**config.mk**
```make
export PLATFORM = sky130hd
export DESIGN_NAME = subleq_ctrl
export DESIGN_NICKNAME = d
export VERILOG_FILES = /design/src/rtl/subleq_ctrl.sv
export SDC_FILE = /design/constraint.sdc
export NUM_CORES = 1
export LEC_CHECK = 0
export CORE_AREA = 2 2 87 89
export DETAILED_ROUTE_END_ITERATION = 10
export DIE_AREA = 0 0 89 91
export DONT_BUFFER_PORTS = 1
export SYNTH_ARGS = -nofsm -noshare
export SYNTH_HDL_FRONTEND = slang
export SYNTH_SLANG_ARGS = --single-unit
```
**constraint.sdc**
```tcl
create_clock -name clk -period 8.2 [get_ports clk]
set_input_delay 0.82 -clock clk [delete_from_list [all_inputs] [get_ports clk]]
set_output_delay 0.82 -clock clk [all_outputs]
set_load 0.05 [all_outputs]
```
**src/rtl/subleq_ctrl.sv**
```systemverilog
// SUBLEQ sequencing controller: fetches {op, A, B, C} from ROM and drives a synchronous data memory.
// Optional macro SUBLEQ_HALT_EN makes opcode 111 a sticky halt; without it every unknown opcode runs as SUBLEQ.
module subleq_ctrl #(
    parameter int P_ADDR = 8,
    parameter int P_DATA = 8
) (
    input  logic                  clk,
    input  logic                  rst_n,
    output logic [P_ADDR-1:0]     rom_addr,
    input  logic [3+3*P_ADDR-1:0] rom_data,
    output logic [P_ADDR-1:0]     mem_addr,
    output logic                  mem_re,
    output logic                  mem_we,
    output logic [P_DATA-1:0]     mem_wdata,
    input  logic [P_DATA-1:0]     mem_rdata,
    input  logic [P_DATA-1:0]     inp_data,
    input  logic                  inp_valid,
    output logic                  inp_ready,
    output logic [P_DATA-1:0]     oup_data,
    output logic                  oup_valid,
    input  logic                  oup_ready,
    output logic                  halted
);

    // state   | meaning
    // FETCH   | register instruction word at PC
    // RDA     | read strobe for mem[A]
    // RDB     | read strobe for mem[B], capture mem[A]
    // EXEC    | write mem[A] with difference, branch or step PC
    // INWAIT  | wait for input word, store to mem[A], PC = C
    // OUTWAIT | present mem[A] on output until accepted, PC = C
    // HALT    | stopped until reset (SUBLEQ_HALT_EN only)
    typedef enum logic [2:0] {
        S_FETCH,
        S_RDA,
        S_RDB,
        S_EXEC,
        S_INWAIT,
`ifdef SUBLEQ_HALT_EN
        S_OUTWAIT,
        S_HALT
`else
        S_OUTWAIT
`endif
    } state_t;

    typedef enum logic [2:0] {
        K_SUB,
        K_IMM,
        K_EXR,
        K_EXW,
        K_HALT
    } kind_t;

    localparam int IW = 3 + 3 * P_ADDR;

    function automatic kind_t decode(input logic [2:0] op);
        case (op)
            3'b100:  return K_IMM;
            3'b001:  return K_EXR;
            3'b010:  return K_EXW;
`ifdef SUBLEQ_HALT_EN
            3'b111:  return K_HALT;
`endif
            default: return K_SUB;
        endcase
    endfunction

    state_t            state, state_nxt;
    logic [P_ADDR-1:0] pc, pc_nxt;
    logic [IW-1:0]     ir;
    logic [P_DATA-1:0] a_val;
    logic [P_DATA-1:0] oup_q;
    logic              ow_hold;

    logic [P_ADDR-1:0] ir_a, ir_b, ir_c;
    kind_t             kind, fetch_kind;
    logic [P_DATA-1:0] imm_b, minuend, subtrahend, diff;
    logic              take;

    assign ir_a       = ir[3*P_ADDR-1 -: P_ADDR];
    assign ir_b       = ir[2*P_ADDR-1 -: P_ADDR];
    assign ir_c       = ir[P_ADDR-1:0];
    assign kind       = decode(ir[IW-1 -: 3]);
    assign fetch_kind = decode(rom_data[IW-1 -: 3]);

    // IMM reads only A, so mem[A] arrives in EXEC; SUBLEQ has mem[A] latched and mem[B] arriving.
    assign imm_b      = P_DATA'($signed(ir_b));
    assign minuend    = (kind == K_IMM) ? mem_rdata : a_val;
    assign subtrahend = (kind == K_IMM) ? imm_b : mem_rdata;
    assign diff       = minuend - subtrahend;
    assign take       = diff[P_DATA-1] | (diff == '0);

    assign rom_addr  = pc;
    assign inp_ready = (state == S_INWAIT);
    assign oup_valid = (state == S_OUTWAIT);
    // First OUTWAIT cycle forwards the read data; later cycles replay the held copy.
    assign oup_data  = ((state == S_OUTWAIT) && !ow_hold) ? mem_rdata : oup_q;

`ifdef SUBLEQ_HALT_EN
    assign halted = (state == S_HALT);
`else
    assign halted = 1'b0;
`endif

    always_comb begin
        state_nxt = state;
        pc_nxt    = pc;
        mem_addr  = '0;
        mem_re    = 1'b0;
        mem_we    = 1'b0;
        mem_wdata = '0;
        case (state)
            S_FETCH: begin
                case (fetch_kind)
                    K_EXR:   state_nxt = S_INWAIT;
`ifdef SUBLEQ_HALT_EN
                    K_HALT:  state_nxt = S_HALT;
`endif
                    default: state_nxt = S_RDA;
                endcase
            end
            S_RDA: begin
                mem_re   = 1'b1;
                mem_addr = ir_a;
                case (kind)
                    K_IMM:   state_nxt = S_EXEC;
                    K_EXW:   state_nxt = S_OUTWAIT;
                    default: state_nxt = S_RDB;
                endcase
            end
            S_RDB: begin
                mem_re    = 1'b1;
                mem_addr  = ir_b;
                state_nxt = S_EXEC;
            end
            S_EXEC: begin
                mem_we    = 1'b1;
                mem_addr  = ir_a;
                mem_wdata = diff;
                pc_nxt    = take ? ir_c : pc + P_ADDR'(1);
                state_nxt = S_FETCH;
            end
            S_INWAIT: begin
                if (inp_valid) begin
                    mem_we    = 1'b1;
                    mem_addr  = ir_a;
                    mem_wdata = inp_data;
                    pc_nxt    = ir_c;
                    state_nxt = S_FETCH;
                end
            end
            S_OUTWAIT: begin
                if (oup_ready) begin
                    pc_nxt    = ir_c;
                    state_nxt = S_FETCH;
                end
            end
`ifdef SUBLEQ_HALT_EN
            S_HALT: state_nxt = S_HALT;
`endif
            default: state_nxt = S_FETCH;
        endcase
    end

    always_ff @(posedge clk or negedge rst_n) begin
        if (!rst_n) begin
            state   <= S_FETCH;
            pc      <= '0;
            ir      <= '0;
            a_val   <= '0;
            oup_q   <= '0;
            ow_hold <= 1'b0;
        end else begin
            state   <= state_nxt;
            pc      <= pc_nxt;
            ow_hold <= (state == S_OUTWAIT) && !oup_ready;
            if (state == S_FETCH)
                ir <= rom_data;
            if (state == S_RDB)
                a_val <= mem_rdata;
            if (state == S_OUTWAIT)
                oup_q <= oup_data;
        end
    end

endmodule

```
== Yosys cells after proc, flatten, opt, wreduce, memory -nomap -nowiden ==
Index checks and enable logic that the tools add are counted.

* Bits in registers: 55
* Bits of input ports: 47
* Output and inout port bits: 37
* Word-level logic and storage cells: 57

* Add/subtract/negate cells: 2
* Equal/unequal tests: 16
* Mux-type cells: 21
* Bitwise gates (word level): 1
* Reductions and logical operators: 11

{| class="wikitable"
|+ Operators by type and width
! kind !! count
|-
| $mux W8 || 8
|-
| $pmux W8 S3 || 2
|-
| $eq A3 B2 Y1 const B || 6
|-
| $pmux W8 S2 || 1
|-
| $pmux W3 S5 || 1
|-
| $eq A3 B1 Y1 const B || 4
|-
| $eq A3 B3 Y1 const B || 4
|-
| $pmux W2 S3 || 2
|-
| $mux W3 || 3
|-
| $add A8 B1 Y8 const B || 1
|-
| $logic_not A8 Y1 || 1
|-
| $sub A8 B8 Y8 || 1
|-
| $pmux W3 S2 || 1
|-
| $reduce_or A2 Y1 || 2
|-
| $logic_not A3 Y1 || 1
|-
| $reduce_and A3 Y1 || 1
|-
| $reduce_bool A3 Y1 || 1
|-
| $logic_and A1 B1 Y1 || 2
|-
| $logic_not A1 Y1 || 2
|-
| $mux W1 || 2
|-
| $ne A2 B1 Y1 const B || 1
|-
| $ne A2 B2 Y1 const B || 1
|-
| $pmux W1 S2 || 1
|-
| $reduce_and A2 Y1 || 1
|-
| $or A1 B1 Y1 || 1
|}

== Logic depth before layout (Yosys ltp) ==
Gate-level depths: netlist of run 1.

* Depth after elaboration: 9
* Gate-level depth with buffers: 13
* Mapped depth without buffers: 11

== Worst setup path after synthesis of run 1 ==
No wires, ideal clock.

* Path kind: register to output
* Start: reg ir[24]
* End: out mem_wdata[5]
* Data arrival time: 3.577 ns
* Required time: 7.380 ns
* Slack: 3.803 ns
* Cell stages (with the launch flop): 10
* Buffers on the path: 1
* Path through: dfrtp_1 > nor3b_4 > clkbuf_1 > mux2_2 > ha_1 > a21oi_1 > o21ai_1 > a31oi_1 > xor2_1 > o21ai_0

* Cells in the longest elaborated chain, start to end: 6
* Elaborated cells between the ends (all ways): 9
* Those cells by class: 1 x add/sub; 4 x eq/ne; 4 x mux

{| class="wikitable"
|+ RTL lines
! element !! line !! text
|-
| start, declared || 71 || <nowiki>logic [IW-1:0] ir;</nowiki>
|-
| start signal, assigned || 179 || <nowiki>ir <= rom_data;</nowiki>
|-
| $eq A3 B2 Y1 (tied with other cells) || 58 || <nowiki>case (op)</nowiki>
|-
| $pmux W2 S3 (*) || 58 ||
|-
| $eq A3 B1 Y1 (*) || 89, 90 ||
|-
| $mux W8 (on tied branches) || 89, 90 ||
|-
| $sub A8 B8 Y8 (*) || 91 || <nowiki>assign diff = minuend - subtrahend;</nowiki>
|-
| $pmux W8 S2 (*) || 113 || <nowiki>case (state)</nowiki>
|-
| end, declared || 14 || <nowiki>output logic [P_DATA-1:0] mem_wdata,</nowiki>
|}

Every way passes the cells marked *; elsewhere a longest branch is shown, timed or not.

== Worst setup path in the final report of run 1 ==
* Start: reg ir[26]
* End: out mem_wdata[6]

Same word-level chain as after synthesis.

==> impl_metrics.tcl, run 1 <==
set metrics [dict create \
    gp_congestion 0.795 \
    fmax_mhz 213 \
    crit_type "reg -> out" \
    rsz0062_at_grt "false" \
    avgSynthCellArea_um2 11.3 \
    synth-seq-area-share_pct 43.9 \
    finClkSkew_ns 0.00763 \
    htreeDepth 2 \
    relSlewSlack_pct 35.6 \
    clk_pin_slew_ns 0.10 \
    hold_class "in -> async" \
    worst-endpoint-arrival_ns 3.87 \
    drtIter0Drc 76 \
    avgViaCountPerCell 5.65 \
    drive_gt1_share_pct 27.8 \
    grtUsageTotal_pct 16.7 \
    min_period_over_period_pct 57.2 \
    numCtsBuffers 5 \
    tightest_slew_ns 0.959 \
    slowest_stage "nor3b_4" \
    die_y_um 91 \
    yosys.area.top_type "dfrtp_1" \
    cts-root-buf "clkbuf_8" \
    grt_pass1_vias 2097 \
    synth_cells 278 \
    ys_top_cells_by_count "mux2_2, dfrtp_1, nand2_1, a21oi_1" \
    die_x_um 89 \
    route.detailed.drc 0 \
    num_rows 31 \
    clock_path_buffers 2 \
    initial_core_util_pct 43.9 \
    grt_max_degree 56 \
    place.port_buffers 0 \
    cp-start-kind "register" \
    grt_pass1_wl_mm 10.6 \
    async_reset_ff_share_pct 100 \
    antenna_found_initial 0 \
    dr_total_vias 2125 \
    placed_cells 368 \
    place_ws_ns 3.84 \
    cts_resized 0 \
    core_area_um2 7140 \
    diodes 0 \
    critical_path.max_stage_delay_ns 0.72 \
    synth_top_area_share_pct 43.9 \
    path_max_fanout 15 \
    finalSetupTns_ns 0 \
    yosysWarnings 0 \
    final_hold_viol_count 0 \
    placed_area_um2 3240 \
    nFillCells 688 \
    hpwl_mm 4.85 \
    setup_slack_ns 3.51 \
    area_growth_pct 5.95 \
    min_period_ns 4.69 \
    grt-ovfl-total 0 \
    outcome "completed" \
    syn_area_um2 3140 \
    maxSlewViolCount 0 \
    tritoncts "built" \
    clk_latency_ns 0.31 \
    cts_setup_buffers 0 \
    synthTopCellsByArea "dfrtp_1, mux2_2, ha_1" \
    synth_fp_nets 335 \
    hold_buffers 0 \
    endpoint_kind "primary output" \
    worstPathCellList "nor3b_4 > mux2_2 > ha_1 > fa_1 > nand2b_1 > a21oi_1 > nor4_1 > a311oi_1 > o21ai_1" \
    dieArea_um2 8100 \
    synth_edf_count 0 \
    synth_flop_cell "dfrtp_1" \
    ys_types 44 \
    drt_pass1_iterations 4 \
    cp.required_ns 7.38 \
    totalWireLength_mm 6.60 \
    stdcell_area_um2 3320 \
    ys_seq_elements 55 \
    final_cells 376 \
    setup_viol 0 \
    synth.most_common_cell "mux2_2" \
    cts.sinks 55 \
    fin_nets 333 \
    drtAntennaViolNets 0 \
    cap_violations 0 \
    io_pins 84 \
    wl_per_cell_um 17.5 \
]
through the flow:
step,util [%],hold WS [ns]
after global placement,45.4,0.486
after global routing,46.5,0.168
final,46.5,0.190
after floorplan,-,0.477
after CTS,46.5,0.186
after detailed placement,45.4,0.492
final timing paths:
check | startpoint | cells past startpoint | endpoint | slack, ns
max in group asynchronous | rst_n | 0 | ir[25]$_DFFE_PN0P_ | 7.90
min reg2reg | a_val[5]$_DFFE_PN0N_ | 1 | a_val[5]$_DFFE_PN0N_ | 0.51
max | ir[26]$_DFFE_PN0P_ | 9 | mem_wdata[6] | 3.51
max reg2reg | ir[26]$_DFFE_PN0P_ | 11 | rom_addr[2]$_DFFE_PN0P_ | 3.90
min in group clk | a_val[5]$_DFFE_PN0N_ | 1 | a_val[5]$_DFFE_PN0N_ | 0.51
min | rst_n | 0 | ir[3]$_DFFE_PN0P_ | 0.19
sequential cells by signal, indices dropped and copies added, names as in the netlist:
name and cells:
ir 27, state 3, oup_q 8, rom_addr 8, a_val 8, ow_hold 1
critical path, delay by kind of cell (launching register included):
family | cells | cell delay (ns)
flip-flops | 1 | 0.44
AO/OA/AOI/OAI | 3 | 1.14
multiplexers | 1 | 0.43
adder cells (fa/ha/maj) | 2 | 0.58
AND/OR/NAND/NOR | 3 | 0.97
cell usage in the layout, fill, tap and decap left out, types with 2 or more instances in the layout:
master	n
xor2_1	4
nand3_1	7
nor2b_1	2
o21ai_1	8
clkbuf_1	2
nor2_1	9
clkbuf_8	5
o311ai_0	2
o22a_1	5
mux2i_1	9
a21oi_1	11
a31oi_1	2
o22ai_1	2
and3_1	4
a21o_1	2
nor4_1	2
ha_1	9
buf_4	4
dfrtp_1	55
nand2_1	19
inv_1	10
a22o_1	10
mux2_2	62
o21ai_0	4
nor3_2	2
nor3_1	5
xnor2_1	3
cell type report:
class | instances | area, µm² | area share [%]
inverter | 10 | 37.5 | 1.13
clock inverter | 1 | 5.00 | 0.151
timing repair buffer | 4 | 30.0 | 0.904
clock buffer | 7 | 76.3 | 2.30
multi-input combinational | 200 | 1670 | 50.4
tap | 99 | 124 | 3.73
sequential | 55 | 1380 | 41.4
logic make-up (layout without fill, tap and decap cells):
group	after synthesis	after routing	share of synthesized area [%]
AOI/OAI and AO/OA	53	53	12.2
xor gates and xnor gates	7	7	1.96
adders and majority gates	10	10	4.23
buffers and inverters	23	22	3.07
DFF	55	55	43.9
muxes	71	71	25.1
other	1	1	0.120
and+or+nand+nor	58	58	9.38
routing by layer:
layer	share of wire [%]	GRT usage (%)
met5	0	0
met3	8.2	6.00
met2	48	26.2
met4	0.94	3.61
met1	43	22.0
Power of run 1 is not shown: default switching activity piles up to over one toggle a cycle in this logic, so the estimate is an artifact.
==> run 2: changes to the inputs <==
Settings changed: ABC_AREA from default to 1, CORE_AREA 2 2 87 89 to 2 2 88 90, DIE_AREA 0 0 89 91 to 0 0 90 92.
Clock period 8.2 ns to 4.8 ns, I/O delays scaled along.
==> run 2 against run 1 <==
- sequential cell count unchanged
- sequential share of layout area shrank 1.4 points
- via count grew 23%
- non-clock buffer count grew 1
- critical path depth rose by 3
- first-iteration DRC count grew 64%
- worst setup slack got worse by 2.6 ns
- routed wire length up 10%
- final area rose by 3.4%
- die area is 2.2% higher
- global-route usage rose by 1.5 points
- clock skew increased by 0.0031 ns
- critical endpoint is now mem_wdata[5]
- highest routed layer unchanged
==> impl_metrics.tcl, run 2 <==
set metrics [dict create \
    syn_area_um2 3210 \
    wl_per_cell_um 13.6 \
    fmax_mhz 257 \
    totalWireLength_mm 7.28 \
    avgViaCountPerCell 4.90 \
    ys_types 35 \
    hpwl_mm 5.51 \
    ys_top_cells_by_count "nand2_1, o21ai_0, inv_1, dfrtp_1, nand3_1" \
    die_x_um 90 \
    drtIter0Drc 125 \
    place_ws_ns 1.26 \
    diodes 0 \
    utilization_pct 46.1 \
    clock_path_buffers 2 \
    clk_latency_ns 0.30 \
    synth_top_area_share_pct 42.8 \
    cp_common_cell "nand2_1" \
    synthTopCellsByArea "dfrtp_1, nand2_1, o21ai_0" \
    dr_total_vias 2622 \
    final_cell_mix "nand2_1, inv_1, dfrtp_1" \
    critical_path.max_stage_delay_ns 0.74 \
    num_rows 32 \
    outcome "completed" \
    cts.sinks 55 \
    grt-ovfl-total 0 \
    grt_pass1_vias 2510 \
    ys_seq_elements 55 \
    synth-seq-area-share_pct 42.8 \
    route.detailed.drc 0 \
    crit_type "reg -> out" \
    cp-start-kind "register" \
    path_max_fanout 31 \
    initial_core_util_pct 43.2 \
    core_area_um2 7450 \
    drt_pass1_iterations 4 \
    final_hold_viol_count 0 \
    relSlewSlack_pct 29.4 \
    die_y_um 92 \
    rsz0062_at_grt "false" \
    maxSlewViolCount 0 \
    synth.most_common_cell "nand2_1" \
    synth_edf_count 0 \
    worstPathCellList "nor2_2 > nand2_1 > o21ai_0 > inv_1 > ha_1 > nand2_1 > nor2_1 > nand2_1 > nand3_1 > nand2_1 > nand2_1 > o21ai_1" \
    tightest_slew_ns 1.07 \
    endpoint_kind "primary output" \
    dieArea_um2 8280 \
    grtUsageTotal_pct 18.2 \
    min_period_over_period_pct 81.0 \
    synth_flop_cell "dfrtp_1" \
    drive_gt1_share_pct 8.31 \
    stdcell_area_um2 3430 \
    tritoncts "built" \
    cts_resized 0 \
    drtAntennaViolNets 0 \
    io_pins 84 \
    top_register "ir" \
    setup_slack_ns 0.912 \
    setup_viol 0 \
    place.port_buffers 0 \
    clk_pin_slew_ns 0.10 \
    worst-endpoint-arrival_ns 3.41 \
    yosysWarnings 0 \
    slowest_stage "o21ai_1" \
    gp_congestion 0.820 \
    synth_cells 433 \
    numCtsBuffers 5 \
    largest_register_ff_count 27 \
    placed_area_um2 3320 \
    synth_fp_nets 490 \
    finalSetupTns_ns 0 \
    fin_nets 489 \
    min_period_ns 3.89 \
    antenna_found_initial 0 \
    finClkSkew_ns 0.0108 \
    htreeDepth 2 \
    layout_commonest_cell "nand2_1" \
    yosys.area.top_type "dfrtp_1" \
    cp.required_ns 4.32 \
    hold_class "in -> async" \
    async_reset_ff_share_pct 100 \
    grt_max_degree 56 \
    cts-root-buf "clkbuf_8" \
    avgSynthCellArea_um2 7.42 \
    area_growth_pct 6.85 \
    grt_pass1_wl_mm 12.2 \
    hold_buffers 1 \
    cts_setup_buffers 0 \
    cap_violations 0 \
]
-- run 2: per-stage QoR --
step | cells | hold slack (ns)
2_1_floorplan | 433 | 0.184
3_3_place_gp | 526 | 0.186
3_5_place_dp | 526 | 0.186
4_1_cts | 535 | 0.0259
5_1_grt | 535 | 0.0247
6_report | 535 | 0.0253
-- run 2: cell type report --
cell class	count	area (µm²)
Clock inverter	2	12.5
Tap cell	102	128
Sequential cell	55	1380
Timing Repair Buffer	5	57.6
Multi-Input combinational cell	296	1530
Inverter	69	262
Clock buffer	6	72.6
Fill cell	783	4010
-- run 2: path summary, 6_finish.rpt --
path	startpoint	end	slack (ns)	depth (start not counted)
min	rst_n	ir[13]$_DFFE_PN0P_	0.03	1
max reg2reg	ir[24]$_DFFE_PN0P_	rom_addr[7]$_DFFE_PN0P_	1.50	18
min reg2reg	oup_q[0]$_DFFE_PN0P_	oup_q[0]$_DFFE_PN0P_	0.49	2
max	ir[24]$_DFFE_PN0P_	mem_wdata[5]	0.91	12
min in group clk	oup_ready	ow_hold$_DFF_PN0_	0.24	1
max in group asynchronous	rst_n	rom_addr[2]$_DFFE_PN0P_	4.54	1
-- run 2: layer usage --
metal  up-vias  share of wire, %  track usage [%]
met1      1172                49             25.5
li1       1377                 -                -
met2        65                45             28.6
met5         -                 0                0
met4         0               1.1             4.62
met3         8               5.3             4.35
-- run 2: worst max-delay path: cells and delay by family (launching register included) --
family / cells / cell delay [ns]
flip-flops: 1 / 0.40
adder cells (fa/ha/maj): 1 / 0.32
buffers and inverters: 1 / 0.10
AND/OR/NAND/NOR: 8 / 1.00
AO/OA/AOI/OAI: 2 / 1.27
-- run 2: kinds of logic after synthesis --
logic type,Yosys count,share of synthesized area [%]
other,1,0.117
and+or+nand+nor,189,26.0
buffers and inverters,82,9.89
DFF,55,42.8
adders and majority gates,10,4.13
AOI/OAI and AO/OA,90,15.4
xor gates and xnor gates,6,1.64
Power of run 2 is left out for the same reason.
